--- config.mk ---
export PLATFORM = sky130hd
export DESIGN_NAME = arb_burst_ctrl_flat
export DESIGN_NICKNAME = d
export VERILOG_FILES = /design/src/rtl/arb_burst_ctrl_if.sv /design/src/rtl/arb_burst_ctrl.sv /design/src/flat_wrapper.sv
export SDC_FILE = /design/constraint.sdc
export NUM_CORES = 1
export LEC_CHECK = 0
export ABC_AREA = 0
export BUFFER_PORTS_ARGS = -buffer_cell sky130_fd_sc_hd__buf_2
export CAP_MARGIN = 30
export CORE_MARGIN = 10
export CORE_UTILIZATION = 33
export CTS_BUF_LIST = sky130_fd_sc_hd__clkbuf_8
export CTS_CLUSTER_SIZE = 28
export DETAILED_ROUTE_END_ITERATION = 6
export PLACE_DENSITY = 0.76
export REMOVE_ABC_BUFFERS = 1
export SYNTH_ARGS = -nofsm -noshare
export SYNTH_HDL_FRONTEND = slang
export SYNTH_SLANG_ARGS = --single-unit
--- constraint.sdc ---
create_clock -name clk -period 1.5 [get_ports clk]
set_input_delay 0 -clock clk [delete_from_list [all_inputs] [get_ports clk]]
set_output_delay 0 -clock clk [all_outputs]
set_load 0.01 [all_outputs]
--- src/rtl/arb_burst_ctrl_if.sv ---
// Client-side request channels plus the shared downstream beat channel of arb_burst_ctrl.
// slave is the controller's view; master is the view of whatever drives clients and sink.
interface arb_burst_ctrl_if #(
  parameter int NUM_PORTS = 4,
  parameter int DATA_W    = 32,
  parameter int LEN_W     = 4
);
  logic [NUM_PORTS-1:0]          req_valid;
  logic [NUM_PORTS*LEN_W-1:0]    req_len;
  logic [NUM_PORTS*DATA_W-1:0]   req_data;
  logic [NUM_PORTS-1:0]          req_ready;
  logic [NUM_PORTS-1:0]          done;
  logic                          out_valid;
  logic [DATA_W-1:0]             out_data;
  logic [$clog2(NUM_PORTS)-1:0]  out_id;
  logic                          out_last;
  logic                          out_ready;

  modport slave (
    input  req_valid, req_len, req_data, out_ready,
    output req_ready, done, out_valid, out_data, out_id, out_last
  );

  modport master (
    output req_valid, req_len, req_data, out_ready,
    input  req_ready, done, out_valid, out_data, out_id, out_last
  );
endinterface

--- src/rtl/arb_burst_ctrl.sv ---
// Locks a single-cycle arbiter grant into a multi-beat burst on one shared valid/ready channel.
// Optional stall timeout with per-client timeout pulse when ARB_BURST_TIMEOUT_EN is defined.
//
// state | meaning
// IDLE  | req_valid forwarded to arbiter, waiting for a grant to a valid client
// XFER  | owner locked; beats passed through until the last one is accepted
module arb_burst_ctrl #(
  parameter int NUM_PORTS   = 4,
  parameter int DATA_W      = 32,
  parameter int LEN_W       = 4,
  parameter int TIMEOUT_CYC = 255
) (
  input  logic                         clk,
  input  logic                         rst,
  arb_burst_ctrl_if.slave              bus,
  output logic [NUM_PORTS-1:0]         arb_request,
  input  logic [$clog2(NUM_PORTS)-1:0] arb_grant_id,
  input  logic                         arb_valid_grant,
  output logic                         busy
`ifdef ARB_BURST_TIMEOUT_EN
  ,
  output logic [NUM_PORTS-1:0]         timeout
`endif
);

  localparam int ID_W = $clog2(NUM_PORTS);

  typedef enum logic {IDLE, XFER} state_t;

  state_t               state_q, state_d;
  logic [ID_W-1:0]      owner_q, owner_d;
  logic [LEN_W-1:0]     len_q, len_d;
  logic [LEN_W-1:0]     beat_cnt_q, beat_cnt_d;
  logic [NUM_PORTS-1:0] done_q, done_d;
  logic [NUM_PORTS-1:0] owner_oh;
  logic [LEN_W-1:0]     len_arr  [NUM_PORTS];
  logic [DATA_W-1:0]    data_arr [NUM_PORTS];
  logic                 accept;
  logic                 last_beat;

  always_comb begin
    for (int i = 0; i < NUM_PORTS; i++) begin
      len_arr[i]  = bus.req_len[i*LEN_W +: LEN_W];
      data_arr[i] = bus.req_data[i*DATA_W +: DATA_W];
    end
  end

  assign owner_oh = NUM_PORTS'(1) << owner_q;
  assign bus.done = done_q;
  assign busy     = (state_q == XFER);

`ifdef ARB_BURST_TIMEOUT_EN
  localparam int STALL_W = $clog2(TIMEOUT_CYC + 1);

  logic [STALL_W-1:0]   stall_q, stall_d;
  logic [NUM_PORTS-1:0] timeout_q, timeout_d;
  logic                 stall_hit;

  // The cycle that would bring the count to TIMEOUT_CYC is the abort cycle.
  assign stall_hit = (stall_q == STALL_W'(TIMEOUT_CYC - 1));
  assign timeout   = timeout_q;
`endif

  always_comb begin
    state_d       = state_q;
    owner_d       = owner_q;
    len_d         = len_q;
    beat_cnt_d    = beat_cnt_q;
    done_d        = '0;
    arb_request   = '0;
    bus.req_ready = '0;
    bus.out_valid = 1'b0;
    bus.out_data  = '0;
    bus.out_id    = '0;
    bus.out_last  = 1'b0;
    accept        = 1'b0;
    last_beat     = 1'b0;
`ifdef ARB_BURST_TIMEOUT_EN
    stall_d       = stall_q;
    timeout_d     = '0;
`endif
    case (state_q)
      IDLE: begin
        arb_request = rst ? '0 : bus.req_valid;
        // A grant to a client that is not requesting is dropped.
        if (arb_valid_grant && bus.req_valid[arb_grant_id]) begin
          state_d    = XFER;
          owner_d    = arb_grant_id;
          len_d      = len_arr[arb_grant_id];
          beat_cnt_d = '0;
`ifdef ARB_BURST_TIMEOUT_EN
          stall_d    = '0;
`endif
        end
      end
      XFER: begin
        arb_request   = owner_oh;
        last_beat     = (beat_cnt_q == len_q);
        bus.out_valid = bus.req_valid[owner_q];
        bus.out_data  = data_arr[owner_q];
        bus.out_id    = owner_q;
        bus.out_last  = last_beat;
        accept        = bus.req_valid[owner_q] && bus.out_ready;
        if (accept) begin
          bus.req_ready = owner_oh;
          if (last_beat) begin
            state_d = IDLE;
            done_d  = owner_oh;
          end else begin
            beat_cnt_d = beat_cnt_q + 1'b1;
          end
`ifdef ARB_BURST_TIMEOUT_EN
          stall_d = '0;
        end else if (stall_hit) begin
          state_d   = IDLE;
          timeout_d = owner_oh;
          stall_d   = '0;
        end else begin
          stall_d = stall_q + 1'b1;
`endif
        end
      end
      default: state_d = IDLE;
    endcase
  end

  always_ff @(posedge clk or posedge rst) begin
    if (rst) begin
      state_q    <= IDLE;
      owner_q    <= '0;
      len_q      <= '0;
      beat_cnt_q <= '0;
      done_q     <= '0;
    end else begin
      state_q    <= state_d;
      owner_q    <= owner_d;
      len_q      <= len_d;
      beat_cnt_q <= beat_cnt_d;
      done_q     <= done_d;
    end
  end

`ifdef ARB_BURST_TIMEOUT_EN
  always_ff @(posedge clk or posedge rst) begin
    if (rst) begin
      stall_q   <= '0;
      timeout_q <= '0;
    end else begin
      stall_q   <= stall_d;
      timeout_q <= timeout_d;
    end
  end
`endif

endmodule

--- src/flat_wrapper.sv ---
// flat-port wrapper written by rule: the top's interface ports become plain ports
module arb_burst_ctrl_flat 
#(
  parameter int NUM_PORTS   = 4,
  parameter int DATA_W      = 32,
  parameter int LEN_W       = 4,
  parameter int TIMEOUT_CYC = 255
)
  (clk, rst, arb_request, arb_grant_id, arb_valid_grant, busy, bus_req_valid, bus_req_len, bus_req_data, bus_out_ready, bus_req_ready, bus_done, bus_out_valid, bus_out_data, bus_out_id, bus_out_last);
  arb_burst_ctrl_if #(.NUM_PORTS(NUM_PORTS), .DATA_W(DATA_W), .LEN_W(LEN_W)) bus_i ();
  input  logic clk;
  input  logic rst;
  output logic [NUM_PORTS-1:0] arb_request;
  input  logic [$clog2(NUM_PORTS)-1:0] arb_grant_id;
  input  logic arb_valid_grant;
  output logic busy;
  input wire logic [$bits(bus_i.req_valid)-1:0] bus_req_valid;
  input wire logic [$bits(bus_i.req_len)-1:0] bus_req_len;
  input wire logic [$bits(bus_i.req_data)-1:0] bus_req_data;
  input wire logic [$bits(bus_i.out_ready)-1:0] bus_out_ready;
  output wire logic [$bits(bus_i.req_ready)-1:0] bus_req_ready;
  output wire logic [$bits(bus_i.done)-1:0] bus_done;
  output wire logic [$bits(bus_i.out_valid)-1:0] bus_out_valid;
  output wire logic [$bits(bus_i.out_data)-1:0] bus_out_data;
  output wire logic [$bits(bus_i.out_id)-1:0] bus_out_id;
  output wire logic [$bits(bus_i.out_last)-1:0] bus_out_last;
  assign bus_i.req_valid = bus_req_valid;
  assign bus_i.req_len = bus_req_len;
  assign bus_i.req_data = bus_req_data;
  assign bus_i.out_ready = bus_out_ready;
  assign bus_req_ready = bus_i.req_ready;
  assign bus_done = bus_i.done;
  assign bus_out_valid = bus_i.out_valid;
  assign bus_out_data = bus_i.out_data;
  assign bus_out_id = bus_i.out_id;
  assign bus_out_last = bus_i.out_last;
  arb_burst_ctrl #(.NUM_PORTS(NUM_PORTS), .DATA_W(DATA_W), .LEN_W(LEN_W), .TIMEOUT_CYC(TIMEOUT_CYC)) u_core (.clk(clk), .rst(rst), .bus(bus_i), .arb_request(arb_request), .arb_grant_id(arb_grant_id), .arb_valid_grant(arb_valid_grant), .busy(busy));
endmodule
---- Word level (Yosys, flattened, before mapping) ----
Cells that the tools add are included.
storage, ports and cells
  register bits after elaboration ......... 15
  output and inout bits ................... 49
operators by class
  $add $sub $neg .......................... 1
  order comparisons ....................... 4
  equality and inequality tests ........... 4
  shift operators ......................... 1
  mux-type cells .......................... 29
  bitwise gates (word level) .............. 3
  reductions and logical operators ........ 4
operators with widths
  operator                                                   count
  two-way mux 32 bit                                         3
  binary-select mux 32 bit (select 2 bit)                    1
  two-way mux 4 bit                                          11
  case mux 4 bit (2 select lines)                            2
  binary-select mux 4 bit (select 2 bit)                     1
  two-way mux 1 bit                                          7
  greater-or-equal comparator 3 bit (second input constant)  2
  < comparator 2 x 3 -> 1 bit (second input constant)        2
  NOT 2 -> 3 bit                                             2
  adder 4 x 1 -> 4 bit (second input constant)               1
  binary-select mux 1 bit (select 2 bit)                     2
  == test 4 bit                                              1
  inequality test 2 bit (second input constant)              2
  left shift 1 x 2 -> 4 bit (first input constant)           1
  AND reduction 3 bit                                        1
  logical AND 1 bit                                          2
  two-way mux 2 bit                                          1
  inequality test 2 x 1 -> 1 bit (second input constant)     1
  case mux 1 bit (2 select lines)                            1
  AND reduction 2 bit                                        1
  NOT 1 bit                                                  1

---- Depth between registers and ports, before layout ----
  word-level depth ........................ 5
  gate-level depth with buffers ........... 5
  mapped depth without buffers ............ 4

---- Worst setup path before layout ----
OpenSTA, ideal clock, no wires.
  kind .................................... register -> register
  start point ............................. register u_core.owner_q[0]
  end point ............................... register u_core.beat_cnt_q[2]
  arrival ................................. 1.437 ns
  setup slack ............................. -0.017 ns
  stages on the path, launching flop included .. 6
  period minus slack after synthesis ...... 1.517 ns
  path through ............................ dfrtp_1 > buf_6 > mux4_2 > nand3_1 > or4_1 > o211ai_2
on the way
  cells in the longest elaborated chain, start to end .. 5
ends and longest elaborated chain
  what                                     line                   text
  start: declaration                       arb_burst_ctrl.sv:31   logic [ID_W-1:0] owner_q, owner_d;
  start signal: assignment                 arb_burst_ctrl.sv:136  owner_q <= owner_d;
  binary-select mux 1 bit (select 2 bit)   arb_burst_ctrl.sv:103  accept = bus.req_valid[owner_q] && bus.out_ready;
  two-way mux 1 bit (implied by the code)  arb_burst_ctrl.sv:103
  logical AND 1 bit                        arb_burst_ctrl.sv:103
  inequality test 2 bit (no line)          -
  AND reduction 3 bit (no line)            -
  end signal: assignment                   arb_burst_ctrl.sv:138  beat_cnt_q <= beat_cnt_d;
  end: declaration                         arb_burst_ctrl.sv:33   logic [LEN_W-1:0] beat_cnt_q, beat_cnt_d;
No other way between the ends. The select of a mux whose other input is x is not followed.
A chain may end at the register's enable or synchronous reset.

---- Final worst setup path ----
  start point ............................. register u_core.owner_q[0]
  end point ............................... output bus_out_data[5]
on the way
  cells in the longest elaborated chain, start to end .. 5
ends and longest elaborated chain
  what                                                    line                   text
  NOT 2 -> 3 bit (implied by the code)                    arb_burst_ctrl.sv:100  bus.out_data = data_arr[owner_q];
  binary-select mux 32 bit (select 2 bit)                 arb_burst_ctrl.sv:100
  two-way mux 32 bit (implied by the code) (2 in series)  arb_burst_ctrl.sv:100
  two-way mux 32 bit                                      arb_burst_ctrl.sv:82   case (state_q)
  end: declaration                                        flat_wrapper.sv:24     output wire logic [$bits(bus_i.out_data)-1:0] bus_out_data;
No other way between the ends. The select of a mux whose other input is x is not followed.

==> impl_metrics.toml <==
[outcome]
status = "complete, but fails checks"
violations = "negative setup slack"

[hold_path]
hold_path_depth = 2
holdCritPathClass = "in -> reg"

[layout]
fin_cells = 461
seqCellArea_um2 = 378
n_fill_cell = 496
design_area_um2 = 3620
nets = 542
drive_gt1_share_pct = 81.3
syn_to_final_growth_pct = 81.2
multiInputGateArea_um2 = 1660
insertedDiodeCount = 0

[logic_synthesis]
synth_top_area_cell = "mux4_2"
synth_seq_cells = 15
syn_area_per_cell_um2 = 11.6
syn_area_um2 = 2000
async_flop_share_pct = 100
synth_common_cells = "and2_1 (37), mux4_2 (37), dfrtp_1 (15)"
ys_seq_area_share_pct = 18.8
synth-edff-count = 0
ys_warn_count = 0
ys.flop_type = "dfrtp_1"
yosysTopAreaCellShare_pct = 41.7
synth_cell_types = 35
synth_area_leaders = "mux4_2 (42%), dfrtp_1 (19%), and2_1 (12%)"
syn_inst = 173

[critical_path]
start_kind = "flop"
worstRegToRegCells = 6
crit_required_ps = 1500
end_kind = "primary output"
worstPathArrival_ps = 1730
critPathKind = "reg -> out"
cp_max_fo = 5

[cts]
cts_num_sinks = 15
clk_path_buf_depth = 2
htree_levels = 1
insertion_delay_ps = 240
cts_tree = "done"
clk_pin_slew_ps = 60
numCtsBuffers = 3
cts_root_buf = "clkbuf_8"

[timing]
worst_pin_slew_ps = 587
min_period_ps = 1730
final_hold_viol_count = 0
rsz0062_at_grt = "yes"
final.setup.tns_ps = -7710
period_share_pct = 115
finalSetupViolations = 47
layout_setup_ws_ps = -231
fin_skew_ps = 2.67
relSlewSlack_pct = 60.8
maxSlewViolCount = 0
fmax_mhz = 578

[placement]
gp_congestion = 0.870
dp_slack_ps = -25.7
post_dp_cell_area_um2 = 3110
io_buffers = 202
place_inst = 444
dp_hpwl_um = 7910

[floorplan]
ios = 203
core_um2 = 5890
rows = 28
initial_utilization_pct = 33.9
dieArea_um2 = 9570
fp.dieW_um = 97.8
fp.dieH_um = 97.8

[global_route]
grt_pass1_wl_um = 14600
grt_pass1_vias = 2655
grt_max_degree = 27
grt_usage_pct = 18.7
grt_antenna_before_repair = 0
gr-total-overflow = 0

[drt]
num_vias = 2466
wirelength_um = 10000
first_pass_iters = 4
routedWlPerCell_um = 21.8
routed_via_density = 5.35
ant_nets = 0
drt_iter0_drc = 98
drc = 0

[pwr]
total_power_w = 0.00627
p_per_area_nw_per_um2 = 1730
p_leak_nw = 1.77
ir_drop_mv = 0.916

[job]
max-cap-violations = 0
sequential cells by signal, summed over array words and instances, names as in the netlist:
signal	flops
u_core.busy	1
u_core.beat_cnt_q	4
u_core.bus.done	4
u_core.owner_q	2
u_core.len_q	4
timing repair:
| item | CTS | global route |
|---|---|---|
| endpoints found under the hold margin | 15 | 0 |
| pin swaps | 3 | 28 |
| setup endpoints to repair | 38 | 50 |
| gates resized for setup | 23 | 56 |
| setup buffers | 5 | 4 |
| gates cloned | 2 | 2 |
| hold buffers | 1 | 0 |
critical path, stage by stage (launching register included):
cell and delay [ps]:
dfrtp_2 420, buf_12 140, buf_12 130, mux4_2 510, and2_4 160, buf_6 120
power breakdown:
group,switching [W],leakage [nW],internal [W]
Sequential,0.000132,0.187,0.000544
Clock,0.000140,0.0269,0.000181
Combinational,0.00221,1.55,0.00307
metal layers:
layer / GRT usage, % / up-vias / wire length, um
met5: 0 / - / 0
met4: 4.81 / 0 / 183
met2: 34.5 / 145 / 5450
li1: - / 1101 / -
met3: 5.21 / 14 / 881
met1: 20.4 / 1206 / 3530
logic make-up (layout without fill, tap and decap cells):
kind of cell,Yosys count,in the layout,share of synthesized area (%)
AOI/OAI and AO/OA,16,16,6.58
xor gates and xnor gates,4,4,1.75
adders and majority gates,1,1,0.626
buffers and inverters,23,236,5.51
DFF,15,15,18.8
muxes,45,45,46.2
and+or+nand+nor,69,69,20.5
through the flow:
| stage | hold slack [ps] | util, % |
|---|---|---|
| floorplan | -98.5 | - |
| global placement | 115 | 52.9 |
| detailed placement | 121 | 52.9 |
| CTS | 118 | 56.9 |
| global route | 134 | 61.5 |
| finish | 119 | 61.5 |
final timing paths:
check / startpoint / end / slack (ps)
setup reg to reg: u_core.owner_q[0]$_DFFE_PP0P_ / u_core.beat_cnt_q[1]$_DFFE_PP0P_ / -210
hold reg to reg: u_core.len_q[3]$_DFFE_PP0P_ / u_core.len_q[3]$_DFFE_PP0P_ / 540
min in group asynchronous: rst / u_core.beat_cnt_q[3]$_DFFE_PP0P_ / 430
setup / recovery: u_core.owner_q[0]$_DFFE_PP0P_ / bus_out_data[5] / -230
hold / removal: arb_grant_id[1] / u_core.owner_q[1]$_DFFE_PP0P_ / 120
max in group asynchronous: rst / u_core.owner_q[0]$_DFFE_PP0P_ / 650
layout make-up:
type                    count  share of cell area [%]
clock buffers               3                    1.14
multi-input cells         135                    45.9
repair buffers            226                    39.2
clock inverters             1                   0.104
flip-flops and latches     15                    10.4
well taps                  75                    2.59
inverters                   6                   0.622
cells in the final DEF, fill, tap and decap left out, drive strengths merged, types with 2 or more instances in the layout:
master / netlist / routed
and3: 3 / 3
and4: 2 / 2
a22o: 2 / 2
nand2: 7 / 7
nand3: 3 / 3
clkbuf: 9 / 5
o21ai: 3 / 3
dfrtp: 15 / 15
nor2: 5 / 5
mux4: 37 / 37
a21oi: 2 / 2
nor2b: 3 / 3
buf: 8 / 223
inv: 6 / 7
xnor2: 4 / 4
mux2: 8 / 8
and2: 38 / 38
nor3b: 2 / 2
nand4: 4 / 4
o221ai: 2 / 2
Power figures use the tool's default switching activity.
